File: config.mk
export PLATFORM = sky130hd
export DESIGN_NAME = i2c_write_arbiter
export DESIGN_NICKNAME = d
export VERILOG_FILES = /design/src/rtl/i2c_write_arbiter.sv
export SDC_FILE = /design/constraint.sdc
export NUM_CORES = 1
export LEC_CHECK = 0
export CELL_PAD_IN_SITES_DETAIL_PLACEMENT = 2
export CELL_PAD_IN_SITES_GLOBAL_PLACEMENT = 2
export CORE_MARGIN = 5
export CORE_UTILIZATION = 26
export CTS_CLUSTER_SIZE = 28
export DETAILED_ROUTE_END_ITERATION = 8
export GPL_TIMING_DRIVEN = 0
export PLACE_DENSITY = 0.92
export SYNTH_ARGS = -nofsm -noshare
export SYNTH_HDL_FRONTEND = slang
export SYNTH_SLANG_ARGS = --single-unit
File: constraint.sdc
create_clock -name i_clk -period 3.1 [get_ports i_clk]
set_input_delay 0.31 -clock i_clk [delete_from_list [all_inputs] [get_ports i_clk]]
set_output_delay 0.31 -clock i_clk [all_outputs]
set_load 0.02 [all_outputs]
File: src/rtl/i2c_write_arbiter.sv
// ---------------------------------------------------------------------------
// i2c_write_arbiter
//
// Arbitrates two requesters onto one I2C write engine. A winner is chosen
// round-robin when the engine is idle; its address byte and 16-bit payload
// are latched and launched with a one-cycle send strobe. Completion is the
// next rising edge of the engine's done signal, or a timeout if no such edge
// arrives within TIMEOUT_CYC cycles of entering WAIT_DONE.
//
// Ports
//   i_clk, i_rst_n         clock, synchronous active-low reset
//   i_req0/1               level requests (held until the matching o_ack)
//   i_addr0/1, i_data0/1   address byte (R/W included) and write payload
//   o_gnt[1:0]             one-hot grant, held from launch through RELEASE
//   o_ack[1:0]             one-cycle completion pulse for the winner
//   o_err                  timeout flag, meaningful only while o_ack != 0
//   o_eng_send             one-cycle launch strobe to the engine
//   o_eng_addr, o_eng_data latched transfer for the engine
//   i_eng_busy, i_eng_done engine status (done may stay high for long)
//   o_busy                 high whenever the arbiter is not in IDLE
// ---------------------------------------------------------------------------
module i2c_write_arbiter #(
  parameter logic [15:0] TIMEOUT_CYC = 16'd60000
) (
  input  logic        i_clk,
  input  logic        i_rst_n,
  input  logic        i_req0,
  input  logic        i_req1,
  input  logic [7:0]  i_addr0,
  input  logic [7:0]  i_addr1,
  input  logic [15:0] i_data0,
  input  logic [15:0] i_data1,
  output logic [1:0]  o_gnt,
  output logic [1:0]  o_ack,
  output logic        o_err,
  output logic        o_eng_send,
  output logic [7:0]  o_eng_addr,
  output logic [15:0] o_eng_data,
  input  logic        i_eng_busy,
  input  logic        i_eng_done,
  output logic        o_busy
);

  typedef enum logic [1:0] {
    IDLE      = 2'd0,
    LAUNCH    = 2'd1,
    WAIT_DONE = 2'd2,
    RELEASE   = 2'd3
  } state_t;

  state_t      state_q, state_d;
  logic        win_q, win_d;     // 0 = requester 0 owns the transfer, 1 = requester 1
  logic        last_q;           // requester granted most recently
  logic        err_q, err_d;
  logic [15:0] cnt_q;
  logic        done_q;           // previous-cycle copy of i_eng_done
  logic [1:0]  gnt_q;
  logic [7:0]  addr_q;
  logic [15:0] data_q;

  logic done_rise;
  logic timeout_hit;

  // A done level that was already high when WAIT_DONE was entered has
  // done_q=1 and therefore never looks like an edge.
  assign done_rise   = i_eng_done & ~done_q;
  assign timeout_hit = (cnt_q == TIMEOUT_CYC - 16'd1);

  // NOTE: every signal assigned in this block gets a default first, so no
  // path through the case statement can leave a latch behind.
  always_comb begin
    state_d = state_q;
    win_d   = win_q;
    err_d   = err_q;
    unique case (state_q)
      IDLE: begin
        if (!i_eng_busy && (i_req0 || i_req1)) begin
          state_d = LAUNCH;
          // With both requesting, the one not granted last goes next.
          if (i_req0 && i_req1) win_d = ~last_q;
          else                  win_d = i_req1;
        end
      end
      LAUNCH: begin
        state_d = WAIT_DONE;
        err_d   = 1'b0;
      end
      WAIT_DONE: begin
        // Done is tested first so it wins a tie with the timeout.
        if (done_rise) begin
          state_d = RELEASE;
          err_d   = 1'b0;
        end else if (timeout_hit) begin
          state_d = RELEASE;
          err_d   = 1'b1;
        end
      end
      RELEASE: state_d = IDLE;
      default: state_d = IDLE;
    endcase
  end

  // NOTE: sequential state uses non-blocking assignments only, so every
  // register samples the pre-edge values of the others.
  always_ff @(posedge i_clk) begin
    // NOTE: reset is synchronous; the transfer registers are cleared too so
    // an aborted transfer leaves nothing stale on the engine bus.
    if (!i_rst_n) begin
      state_q <= IDLE;
      win_q   <= 1'b0;
      last_q  <= 1'b1;   // "requester 1 went last" gives requester 0 priority
      err_q   <= 1'b0;
      cnt_q   <= 16'd0;
      done_q  <= 1'b0;
      gnt_q   <= 2'b00;
      addr_q  <= 8'd0;
      data_q  <= 16'd0;
    end else begin
      state_q <= state_d;
      win_q   <= win_d;
      err_q   <= err_d;
      done_q  <= i_eng_done;

      if (state_q == LAUNCH)         cnt_q <= 16'd0;
      else if (state_q == WAIT_DONE) cnt_q <= cnt_q + 16'd1;

      if (state_q == IDLE && state_d == LAUNCH) begin
        gnt_q  <= win_d ? 2'b10 : 2'b01;
        addr_q <= win_d ? i_addr1 : i_addr0;
        data_q <= win_d ? i_data1 : i_data0;
      end

      if (state_q == RELEASE) begin
        gnt_q  <= 2'b00;
        last_q <= win_q;
      end
    end
  end

  assign o_gnt      = gnt_q;
  assign o_eng_addr = addr_q;
  assign o_eng_data = data_q;
  assign o_eng_send = (state_q == LAUNCH);
  assign o_busy     = (state_q != IDLE);
  assign o_ack      = (state_q == RELEASE) ? (win_q ? 2'b10 : 2'b01) : 2'b00;
  assign o_err      = (state_q == RELEASE) & err_q;

endmodule

======== Yosys cells after proc, flatten, opt, wreduce, memory -nomap -nowiden ========
Cells that the tools add are included.
cells by class
  $add $sub $neg .......................... 1
  equal/unequal tests ..................... 6
  mux-type cells .......................... 15
  bitwise operators ....................... 5
  reduce and logical (&&, ||, !) cells .... 11
operators with widths
  cell                     count
  $add A16 B1 Y16 const B  1
  $eq A16 B16 Y1 const B   1
  $mux W16                 1
  $mux W2                  6
  $mux W8                  1
  $pmux W2 S4              1
  $mux W1                  5
  $eq A2 B1 Y1 const B     2
  $eq A2 B2 Y1 const B     2
  $reduce_bool A2 Y1       2
  $reduce_or A2 Y1         2
  $logic_and A1 B1 Y1      3
  $ne A3 B3 Y1 const B     1
  $not A1 Y1               3
  $and A1 B1 Y1            2
  $logic_not A2 Y1         1
  $pmux W1 S2              1
  $reduce_and A2 Y1        1
  $logic_not A1 Y1         1
  $logic_or A1 B1 Y1       1
storage, ports and cells
  bits in registers ....................... 48
  output and inout bits ................... 31

======== Depth between registers and ports, before layout ========
Gate-level depths: netlist of run 1.
  depth in word-level cells ............... 6
  mapped depth ............................ 9
  mapped depth without buffers ............ 7

======== Worst setup path before layout of run 1 ========
OpenSTA, ideal clock, no wires.
  path kind ............................... register -> register
  start ................................... register state_q[0]
  end ..................................... register addr_q[0] (netlist: o_eng_addr[0])
  setup time .............................. 116 ps
  arrival ................................. 2260 ps
  required time ........................... 2984 ps
  setup slack ............................. 723 ps
  cell stages (with the launch flop) ...... 10
  cell sequence ........................... dfxtp_1 inv_1 ha_1 nor2b_1 a32oi_1 buf_1 buf_1 mux2i_1 nand2_1 o211a_1
on the way
  word-level cells in the longest chain between the ends .. 5
ends and longest elaborated chain
  what                      RTL line  text
  start: declaration        51        state_t state_q, state_d;
  start signal: assignment  119       state_q <= state_d;
  $mux W2                   93        end else if (timeout_hit) begin
  $mux W2                   90        if (done_rise) begin
  $pmux W2 S4               75        unique case (state_q)
  $eq A2 B1 Y1              127       if (state_q == IDLE && state_d == LAUNCH) begin
  $logic_and A1 B1 Y1       127
  end signal: assignment    129       addr_q <= win_d ? i_addr1 : i_addr0;
  end: declaration          58        logic [7:0] addr_q;
Parallel ways exist; a longest one is shown, timed or not.
A chain may end at the register's enable or synchronous reset.

======== Worst setup path after layout of run 1 ========
  start ................................... register state_q[0]
  end ..................................... register data_q[12] (netlist: o_eng_data[12])
on the way
  word-level cells in the longest chain between the ends .. 5
ends and longest elaborated chain
  what                    RTL line  text
  $mux W2                 93
  $mux W2                 90
  $pmux W2 S4             75
  $eq A2 B1 Y1            127
  $logic_and A1 B1 Y1     127
  end signal: assignment  130       data_q <= win_d ? i_data1 : i_data0;
  end: declaration        59        logic [15:0] data_q;
Parallel ways exist; a longest one is shown, timed or not.

==> results of run 1 <==
cells by family after synthesis:
group	synth area share, %
AOI/OAI and AO/OA	15.0
xor gates and xnor gates	4.99
adders and majority gates	3.29
buffers and inverters	4.00
DFF	42.1
muxes	11.4
and+or+nand+nor	19.3
cells in the final DEF, fill, tap and decap left out, drive strengths merged, types with 7 or more instances in the layout:
cell | synthesis | layout
nand2 | 33 | 33
xnor2 | 7 | 7
clkbuf | 7 | 14
mux2i | 26 | 26
clkdlybuf4s50 | 0 | 84
dfxtp | 48 | 48
o211a | 24 | 24
nor2 | 21 | 21
inv | 7 | 8
worst min path at each step:
stage / to / slack (ns) / cells past startpoint / startpoint
after floorplan: last_q / 0.43 / 2 / last_q
after global placement: last_q / 0.47 / 2 / last_q
after detailed placement: last_q / 0.48 / 2 / last_q
after CTS: o_eng_data[2] / 0.51 / 1 / o_eng_data[2]
after global routing: o_eng_data[9] / 0.53 / 1 / o_eng_data[9]
final: o_eng_data[4] / 0.51 / 1 / o_eng_data[4]
metrics by stage:
stage	instance area, um2	total power [mW]	instances	setup slack, ns	util (%)
after floorplan	2280	1.63	241	0.723	-
after CTS	3370	2.74	441	0.0223	39.1
after global routing	3380	2.86	441	0.0867	39.1
after global placement	3260	2.17	433	0.286	37.7
final	3380	2.70	441	0.357	39.1
after detailed placement	3260	2.24	433	0.0933	37.7
worst max-delay path, cell delays in order (launching register included):
cell and delay, ns:
dfxtp_1 0.47, inv_1 0.14, ha_1 0.26, nor2b_1 0.15
a32oi_1 0.18, buf_1 0.50, clkbuf_2 0.43, mux2i_1 0.24
nand2_1 0.11, o211a_1 0.15
synth_stat cells:
cell type  count
dfxtp_1       48
nand2_1       33
mux2i_1       26
o211a_1       24
nor2_1        21
clkbuf_1       7
inv_1          7
xnor2_1        7
ha_1           6
xor2_1         6
a21oi_1        5
nand4_1        5
buf_2          4
nand3_1        4
nor2b_1        4
and2_1         3
and4_1         3
buf_1          3
or3_1          3
and3_1         2
nand2b_1       2
nand3b_1       2
nor3b_1        2
nor4_1         2
o21ai_0        2
a211oi_1       1
a211oi_2       1
a211oi_4       1
a32oi_1        1
buf_4          1
nand4b_1       1
o21ba_2        1
o31ai_1        1
or4_4          1
or4b_1         1
state kept, by name (all words and copies together), names as in the netlist:
signal,cells
cnt_q,16
done_q,1
err_q,1
last_q,1
o_eng_addr,8
o_eng_data,16
o_gnt,2
state_q,2
win_q,1
timing repair:
action                     CTS  global route
setup endpoints to repair    0            17
buffers inserted             0             0
resized for setup            0             3
layer usage:
metal | global-route usage, % | up-vias | wire, um
met5 | 0 | - | 0
met3 | 2.30 | 10 | 264
met4 | 3.98 | 0 | 104
met2 | 27.8 | 52 | 4290
met1 | 16.9 | 1056 | 3210
li1 | - | 1028 | -
power breakdown:
part	switching, mW	total [mW]	internal [mW]	leakage (nW)
Sequential	0.109	0.897	0.788	0.391
Clock	0.229	0.472	0.243	0.0548
Combinational	0.716	1.33	0.615	1.01
layout make-up:
type,instances,area [um2]
plain buffers,15,67.6
clock inverters,3,46.3
inverters,7,26.3
clock buffers,5,68.8
flip-flops and latches,48,961
repair buffers,84,841
well taps,108,135
fillers,954,5260
multi-input cells,171,1230
==> results.sh, run 1 <==
export IMPL_min_period_over_period_pct=88.5
export IMPL_min_path_type="flop to flop"
export IMPL_wire_length_of_the_first_global_routing_pass_um=13100
export IMPL_rsz_0062_raised_after_global_routing="false"
export IMPL_worstSetupStartpointType="flop"
export IMPL_grt_max_degree=17
export IMPL_library_cell_with_the_largest_summed_area_after_synthesis="dfxtp_1"
export IMPL_postCtsHoldBufs=0
export IMPL_clkSlewWorstSetupHoldPaths_ns=0.09
export IMPL_worst_path_max_fanout=10
export IMPL_postRouteWirelength_um=7870
export IMPL_worst_r2r_cell_count=9
export IMPL_vias=2146
export IMPL_tritoncts="yes"
export IMPL_setup_viol_count_final=0
export IMPL_count_of_nets_after_finishing=392
export IMPL_regToRegSetupSlack_ns=0.36
export IMPL_fmax_ghz=0.365
export IMPL_maxCapViolations=0
export IMPL_finalWorstPathRequiredPeriod_ns=2.74
export IMPL_vias_per_inst=4.87
export IMPL_startpoint="state_q[0]"
export IMPL_antenna_found_initial=0
export IMPL_synth_net_count=301
export IMPL_ys_warn_count=0
export IMPL_post_synthesis_register_bit_count=48
export IMPL_design_die_area_um2=10800
export IMPL_overall_die_height_um=104
export IMPL_worst_ir_drop_vdd_v=0.000369
export IMPL_worst_slew_pin_transition_ns=0.613
export IMPL_timing_hold_ws_ns=0.508
export IMPL_fp_coreArea_um2=8640
export IMPL_critPathCapture="o_eng_data[12]"
export IMPL_r2r_end="o_eng_data[12]"
export IMPL_crit_type="flop to flop"
export IMPL_grt_pass1_vias=2407
export IMPL_cts_max_level=2
export IMPL_drcViolationCount=0
export IMPL_seq_total_area_yosys_pct=42.1
export IMPL_final_setup_skew_ns=0.00844
export IMPL_power_density_nw_per_um2=799
export IMPL_netlist_area_leader_share_pct=42.1
export IMPL_run_status="complete, no violations"
export IMPL_post_detailed_route_wirelength_per_cell_um=17.8
export IMPL_synthesis_area_per_instance_um2=9.47
export IMPL_tritoncts_num_buffers=5
export IMPL_power_leakage_nw=1.45
export IMPL_final_setup_tns_ns=0
export IMPL_hpwl_um=6110
export IMPL_worst_endpoint_arrival_ns=2.94
export IMPL_r2r_start="state_q[0]"
export IMPL_drtPass1Iterations=6
export IMPL_endpoint_kind="flop"
export IMPL_cp_required_ns=3.29
export IMPL_clock_tree_buffer_depth=2
export IMPL_hold_viol=0
export IMPL_final_slew_viol_count=0
export IMPL_antenna_cells=0
export IMPL_grt_use_total_pct=14.7
export IMPL_overflow=0
export IMPL_io_pins=85
export IMPL_synthCells=241
export IMPL_place_congestion=0.763
export IMPL_dieWidth_um=104
export IMPL_io_buffers=84
export IMPL_cts_root_buf="clkbuf_8"
export IMPL_drt_iter0_markers=43
export IMPL_synthesis_area_um2=2280
export IMPL_layout_drive_gt1_share_pct=5.71
export IMPL_clk_latency_ns=0.31
export IMPL_syn2layout_area_growth_pct=47.9
export IMPL_num_rows=34
export IMPL_cts_sinks=48
export IMPL_post_synth_main_area_contributors="dfxtp_1 42%, mux2i_1 11%, o211a_1 11%"
export IMPL_synth_cell_types=35
export IMPL_final_antenna_net_count=0
export IMPL_initial_core_util_pct=26.4
export IMPL_slew_limit_headroom_pct=59.2
Note: power is estimated with default switching activity, not from simulation.
==> run 2: changes to the inputs <==
- TNS_END_PERCENT: not set -> 1
==> results of run 2 <==
Same layout as run 1: the final DEF is identical, and so are final timing and power.
==> run 3: changes to the inputs <==
- CORE_MARGIN: 5 -> 4
- CTS_CLUSTER_SIZE: 28 -> 25
==> run 3 against run 2 <==
Clock skew rose by 0.0033 ns; power decreased by 3.0%; combinational power hardly changed; setup slack got worse by 0.081 ns; worst hold slack got worse by 0.00067 ns; global-route usage up 0.56 points; critical path type unchanged; critical endpoint is now o_eng_addr[7]; largest cell class unchanged.
==> results.sh, run 3 (synthesized netlist as in run 1, its figures left out) <==
export IMPL_run_status="complete, no violations"
export IMPL_wire_length_of_the_first_global_routing_pass_um=12300
export IMPL_initial_core_util_pct=27.2
export IMPL_worst_slew_pin_transition_ns=0.711
export IMPL_vias=2132
export IMPL_cts_setup_buffers=0
export IMPL_cp_required_ns=3.31
export IMPL_hpwl_um=6070
export IMPL_rsz_0062_raised_after_global_routing="false"
export IMPL_fp_coreArea_um2=8380
export IMPL_totalPowerFinal_mw=2.62
export IMPL_worst_ir_drop_vdd_v=0.000278
export IMPL_grt_pass1_vias=2478
export IMPL_crit_type="flop to flop"
export IMPL_fmax_ghz=0.354
export IMPL_post_detailed_route_wirelength_per_cell_um=17.8
export IMPL_clkSlewWorstSetupHoldPaths_ns=0.10
export IMPL_crit_path_cell_trace="inv_1 > ha_1 > nor2b_1 > a32oi_1 > buf_1 > buf_1 > mux2i_1 > nand2_1 > o211a_1"
export IMPL_critical_path_top_delay_family="buffers and inverters"
export IMPL_finalWorstPathRequiredPeriod_ns=2.82
export IMPL_slew_limit_headroom_pct=52.6
export IMPL_place_congestion=0.749
export IMPL_antenna_cells=0
export IMPL_final_antenna_net_count=0
export IMPL_overflow=0
export IMPL_crit_path_frequent_cell="buf_1"
export IMPL_worstSetupStartpointType="flop"
export IMPL_design_area_um2=3350
export IMPL_r2r_start="state_q[0]"
export IMPL_io_buffers=84
export IMPL_most_common_layout_cells="84 x clkdlybuf4s50_1, 48 x dfxtp_1, 33 x nand2_1"
export IMPL_tritoncts_num_buffers=5
export IMPL_worst_path_max_fanout=10
export IMPL_layout_drive_gt1_share_pct=5.11
export IMPL_hold_viol=0
export IMPL_min_period_over_period_pct=91.1
export IMPL_layout_commonest_cell="clkdlybuf4s50_1"
export IMPL_syn2layout_area_growth_pct=46.7
export IMPL_min_path_type="flop to flop"
export IMPL_design_die_area_um2=10300
export IMPL_antenna_found_initial=0
export IMPL_dieWidth_um=102
export IMPL_num_rows=33
export IMPL_postLayoutCoreUtil_pct=40.0
export IMPL_endpoint_kind="flop"
export IMPL_crit_path_max_incr_delay_ns=0.61
export IMPL_grt_use_total_pct=15.2
export IMPL_final_setup_tns_ns=0
export IMPL_final_seq_area_um2=961
export IMPL_maxCapViolations=0
export IMPL_multi_input_comb_area_um2=1230
export IMPL_cts_sinks=48
export IMPL_drtPass1Iterations=4
export IMPL_clk_latency_ns=0.31
export IMPL_detailed_place_area_um2=3260
export IMPL_cts_max_level=2
export IMPL_grt_max_degree=15
export IMPL_holdCritStartpoint="o_eng_data[1]"
export IMPL_final_setup_skew_ns=0.0117
export IMPL_clock_tree_buffer_depth=2
export IMPL_drt_iter0_markers=48
export IMPL_setup_viol_count_final=0
export IMPL_tritoncts="yes"
export IMPL_power_density_nw_per_um2=781
export IMPL_startpoint="state_q[0]"
export IMPL_postCtsHoldBufs=0
export IMPL_count_of_nets_after_finishing=392
export IMPL_power_leakage_nw=1.44
export IMPL_crit_buf_inv=3
export IMPL_cts_root_buf="clkbuf_8"
export IMPL_overall_die_height_um=102
export IMPL_n_fill_cell=903
export IMPL_io_pins=85
export IMPL_postRouteWirelength_um=7790
export IMPL_worst_endpoint_arrival_ns=3.03
export IMPL_drcViolationCount=0
export IMPL_vias_per_inst=4.87
export IMPL_final_slew_viol_count=0
export IMPL_slowest_stage="buf_1"
==> run 3: cell types whose count changed in the layout (fill, tap and decap cells not counted) <==
| cell | previous run | this run |
|---|---|---|
| buf_1 | 1 | 2 |
| clkbuf_8 | 5 | 6 |
| bufinv_16 | 1 | 0 |
| clkbuf_1 | 7 | 8 |
| inv_6 | 1 | 0 |
| clkbuf_2 | 2 | 1 |
==> run 3: stage by stage <==
stage	std cells	setup slack (ns)	hold slack, ns
after global routing	438	0.00485	0.535
after global placement	430	0.301	0.449
after CTS	438	0.181	0.507
final	438	0.276	0.507
after detailed placement	430	0.177	0.486
after floorplan	241	0.723	0.429
==> run 3: report_power, final <==
group,switching (mW),leakage [nW],internal (mW)
clock,0.221,0.0445,0.182
combinational,0.708,1.00,0.614
sequential,0.106,0.391,0.788
==> run 3: cell type report <==
class                      instances  area share (%)
timing repair buffer              84            25.1
sequential                        48            28.7
clock inverter                     1           0.224
clock buffer                       7            2.58
buffer                            15            1.98
multi-input combinational        171            36.7
tap                              105            3.92
inverter                           7           0.784
==> run 3: final timing paths <==
kind	endpoint	cells past startpoint	slack [ns]
min reg2reg	o_eng_data[1]	1	0.51
min	o_eng_data[1]	1	0.51
max	o_eng_addr[7]	9	0.28
max reg2reg	o_eng_addr[7]	9	0.28
==> run 3: timing repair <==
action	4_1_cts	5_1_grt
endpoints found under the setup margin	0	1
hold endpoints to repair	0	0
resized for setup	0	1
==> run 3: per-layer routing <==
layer / vias up / part of all wire [%] / GRT usage (%)
met5: - / 0 / 0
met4: 0 / 1.8 / 4.60
met1: 1050 / 40 / 16.5
met3: 10 / 4.3 / 2.96
met2: 50 / 54 / 29.5
li1: 1022 / - / -
==> patch 1: new RTL, settings of run 2 <==
Set the parameter `TIMEOUT_CYC` to 16'd30000 (it was 16'd60000).
--- a/src/rtl/i2c_write_arbiter.sv
+++ b/src/rtl/i2c_write_arbiter.sv
@@ -21,5 +21,5 @@
 // ---------------------------------------------------------------------------
 module i2c_write_arbiter #(
-  parameter logic [15:0] TIMEOUT_CYC = 16'd60000
+  parameter logic [15:0] TIMEOUT_CYC = 16'd30000
 ) (
   input  logic        i_clk,
Check against the original RTL: no difference found for any inputs over 10 cycles, from zero or initial values and one cycle with i_rst_n low; that may be too few to reach the edited logic, so the function may still have changed.
==> patch 1 against run 2 <==
Area after synthesis up 2.5%. Total power is 20% higher. Routed wire length is 4.1% lower. Worst setup slack better by 0.092 ns. Design area increased by 0.52%. Sequential cell count unchanged. Clock power down 24%. Critical path type unchanged. Highest routed layer unchanged.
==> patch 1: results (changes against run 2) <==
[detailed_routing]
initialDrtViolationCount = 46  ; +7.0%
vias = 2096  ; -2.3%
dr.pass1.iters = 4  ; -2
drt_wl_total_mm = 7.540  ; -4.1%

[synthesis]
yosysUniqueCellTypes = 39  ; +11%
synth_fp_nets = 296  ; -1.7%
synth_compound_area_frac = 0.1860  ; +0.03641
ys.flop_type = dfxtp_1
synth_xor_xnor_area_share = 0.04115  ; -0.008709
synth-adder-area-share = 0.03207  ; -0.0008083
synth_area_leaders = dfxtp_1 41%, a211oi_2 13%, mux2i_1 11%
ys_top_cells_by_count = 48 x dfxtp_1, 41 x nor2_1, 26 x mux2i_1
yosysWarnings = 0  ; unchanged
synth_seq_area_share = 0.4105  ; -0.01035
synth.area.mux_share = 0.1112  ; -0.002802

[global_routing]
grt_max_degree = 14  ; -3
grt_use_met3 = 0.03884  ; +0.01583
grt_pass1_wl_mm = 12.45  ; -4.8%
grt_pass1_vias = 2395  ; -0.50%
gr-usage-met1 = 0.1547  ; -0.01405
met2_usage = 0.2599  ; -0.01834
grt_usage = 0.1372  ; -0.009688

[placement]
place_area_mm2 = 0.003317  ; +1.8%
gp_congestion = 0.7392  ; -3.1%
portBuffers = 84  ; unchanged
dp_hpwl_mm = 6.095  ; -0.27%

[timing]
tightest_slew_ns = 0.7438  ; +0.1312 ns
clock_skew_ns = 0.006313  ; -0.002131 ns

[min_path]
hold-path-cell-count = 1  ; unchanged
min_path_type = flop to flop
min-delay-start = last_q$_SDFFE_PN1P_
hold_path_end = last_q$_SDFFE_PN1P_

[cts]
cts_resized = 0  ; unchanged
cts.clk_slew.worst_paths_ns = 0.09  ; about the same
clockRootBuffer = clkbuf_8
cts_htree_levels = 2  ; unchanged

[worst_setup_path]
arrival_ns = 2.82  ; -0.12 ns
rrSetupSlack_ns = 0.45  ; +0.09 ns
worstReg2RegStart = state_q[0]$_SDFF_PN0_
crit_slowest_cell = nor4_1
cpPeakStageDelay_ns = 0.43  ; -0.07 ns
crit_family = simple AND/OR/NAND/NOR gates
rr_endpoint = cnt_q[15]$_SDFFE_PP0P_

[layout]
final_nets = 387  ; -1.3%
drive_gt1_frac = 0.1254  ; +0.06833

[status]
outcome = completed

[power]
leakagePower_nw = 1.160  ; -20%
ir_worst_vdd_mv = 0.2228  ; -40%

patch 1: worst max-delay path by stage:
stage / to / from / slack (ns)
floorplan: o_eng_addr[3]$_SDFFE_PN0P_ / cnt_q[7]$_SDFFE_PP0P_ / 0.91
global placement: o_eng_data[14]$_SDFFE_PN0P_ / i_eng_busy / 0.53
detailed placement: o_eng_data[14]$_SDFFE_PN0P_ / i_eng_busy / 0.43
CTS: cnt_q[15]$_SDFFE_PP0P_ / state_q[0]$_SDFF_PN0_ / 0.41
global route: o_eng_data[14]$_SDFFE_PN0P_ / state_q[0]$_SDFF_PN0_ / 0.21
finish: cnt_q[15]$_SDFFE_PP0P_ / state_q[0]$_SDFF_PN0_ / 0.45
patch 1: power breakdown:
group | switching [W] | internal, W
clock | 0.000205 | 0.000154
sequential | 0.000114 | 0.000816
combinational | 0.00109 | 0.000872
patch 1: final cells by class:
class                   count  area [um^2]
flip-flops and latches     48        960.9
well taps                 108        135.1
inverters                   9        33.78
plain buffers              14        83.83
fillers                   995         5369
clock buffers               6        72.57
clock inverters             1        5.005
repair buffers             84        840.8
multi-input cells         165         1262
patch 1: stage by stage:
stage	util	power [W]	hold WS [ns]	worst slack (ns)	cells
after floorplan	-	0.002195	0.4267	0.9054	236
after global placement	0.3785	0.002837	0.4443	0.5312	428
after detailed placement	0.3785	0.002952	0.4505	0.4313	428
after CTS	0.3874	0.003324	0.4722	0.4079	435
after global routing	0.3874	0.003479	0.5193	0.2108	435
final	0.3874	0.003250	0.4714	0.4488	435
patch 1: per-layer routing:
metal	routed length, um	share of wire	vias to the layer above
li1	-	-	1014
met1	3012	0.40	1017
met2	4073	0.54	62
met3	427	0.057	3
met4	25	0.0033	0
met5	0	0	-
==> patch 2: new RTL, settings of run 2 <==
Without the edit above. Reset style: asynchronous (`i_rst_n`), changed in one clocked block. Comments in the files are not updated.
--- a/src/rtl/i2c_write_arbiter.sv
+++ b/src/rtl/i2c_write_arbiter.sv
@@ -103,5 +103,5 @@
   // NOTE: sequential state uses non-blocking assignments only, so every
   // register samples the pre-edge values of the others.
-  always_ff @(posedge i_clk) begin
+  always_ff @(posedge i_clk or negedge i_rst_n) begin
     // NOTE: reset is synchronous; the transfer registers are cleared too so
     // an aborted transfer leaves nothing stale on the engine bus.
Check against the original RTL: differs if i_rst_n is asserted again (counterexample within 4 cycles, from zero or initial values and one cycle with i_rst_n low); with i_rst_n held inactive, the same outputs for 10 cycles.
==> patch 2 against run 2 <==
Largest cell class unchanged. Routed wire length grew 6.9%. Total power grew 22%. Critical path type unchanged. Die area grew 14%. Area after synthesis grew 16%. Sequential cell count is the same. Cell count grew 0.23%. Worst setup slack gained 0.052 ns. Critical path depth shrank 2. Sequential share of layout area grew 3.3 points. Design area grew 12%.
==> patch 2: results (changes against run 2) <==
[worst_setup_path]
reg2reg_depth = 7  ; -2
arrival_ns = 2.88  ; -0.06 ns
crit_end = o_eng_addr[7]$_DFFE_PN0P_
worstReg2RegStart = state_q[0]$_DFF_PN0_
crit_slowest_cell = a32oi_2
crit_family = multiplexers

[layout]
drive_gt1_frac = 0.2427  ; +0.1857
n_fill_cell = 1009  ; +5.8%
final_nets = 368  ; -6.1%

[min_path]
hold_path_end = o_eng_data[7]$_DFFE_PN0P_
min-delay-start = o_eng_data[7]$_DFFE_PN0P_

[detailed_routing]
drt_wl_total_mm = 8.408  ; +6.9%
initialDrtViolationCount = 58  ; +35%
wl_per_cell_um = 19.02  ; +6.7%
dr.pass1.iters = 4  ; -2
vias = 2079  ; -3.1%
routed-wl-met2_mm = 4.389  ; +2.4%
dr_wl_met3_um = 465  ; +76%

[synthesis]
yosysUniqueCellTypes = 46  ; +31%
synth_area_leaders = dfrtp_1 45%, mux2_2 12%, mux2_4 11%
synth.area.mux_share = 0.2410  ; +0.1270
synth-adder-area-share = 0.02841  ; -0.004468
synth_compound_area_frac = 0.08759  ; -0.06199
ys_top_cells_by_count = 47 x dfrtp_1, 29 x mux2_2, 20 x mux2_4
synth_seq_area_share = 0.4550  ; +0.03420
netlist_instances = 215  ; -11%
synth_xor_xnor_area_share = 0.01989  ; -0.02998
synthArstFlopShare = 1.000  ; +1.000

[global_routing]
grt_use_met3 = 0.03548  ; +0.01247
grt_pass1_vias = 2423  ; +0.66%
grt_usage = 0.1376  ; -0.009214
grt_pass1_wl_mm = 13.79  ; +5.4%
met2_usage = 0.2536  ; -0.02459

[placement]
gp_congestion = 0.7826  ; +2.5%
dp_hpwl_mm = 6.684  ; +9.4%
place_area_mm2 = 0.003665  ; +12%

[timing]
clock_skew_ns = 0.009774  ; +0.001331 ns
tightest_slew_ns = 0.5536  ; -0.05911 ns
finalCriticalPeriod_ns = 2.691  ; -0.05209 ns

[status]
outcome = completed

[power]
leakagePower_nw = 1.554  ; +7.0%

-- patch 2: repair_timing --
item / in CTS / in global routing
hold buffers: 1 / 0
setup buffers: 0 / 0
resized for setup: 0 / 0
hold endpoints to repair: 19 / 0
-- patch 2: area by class of cell --
cell class	instances	area [um^2]	area share
Multi-Input combinational cell	151	1341	0.3546
Tap cell	133	166.4	0.04400
Timing Repair Buffer	86	865.8	0.2289
Clock buffer	6	72.57	0.01919
Sequential cell	48	1202	0.3179
Clock inverter	2	35.03	0.009262
Buffer	6	61.31	0.01621
Inverter	10	37.54	0.009924
-- patch 2: report_power, final --
part / switching [W] / internal (W) / leakage [nW] / total [W]
clock network: 0.000215 / 0.000240 / 0.0552 / 0.000454
registers: 0.000172 / 0.000851 / 0.608 / 0.00102
logic: 0.000849 / 0.000955 / 0.890 / 0.00180
total: 0.00123 / 0.00205 / 1.55 / 0.00328
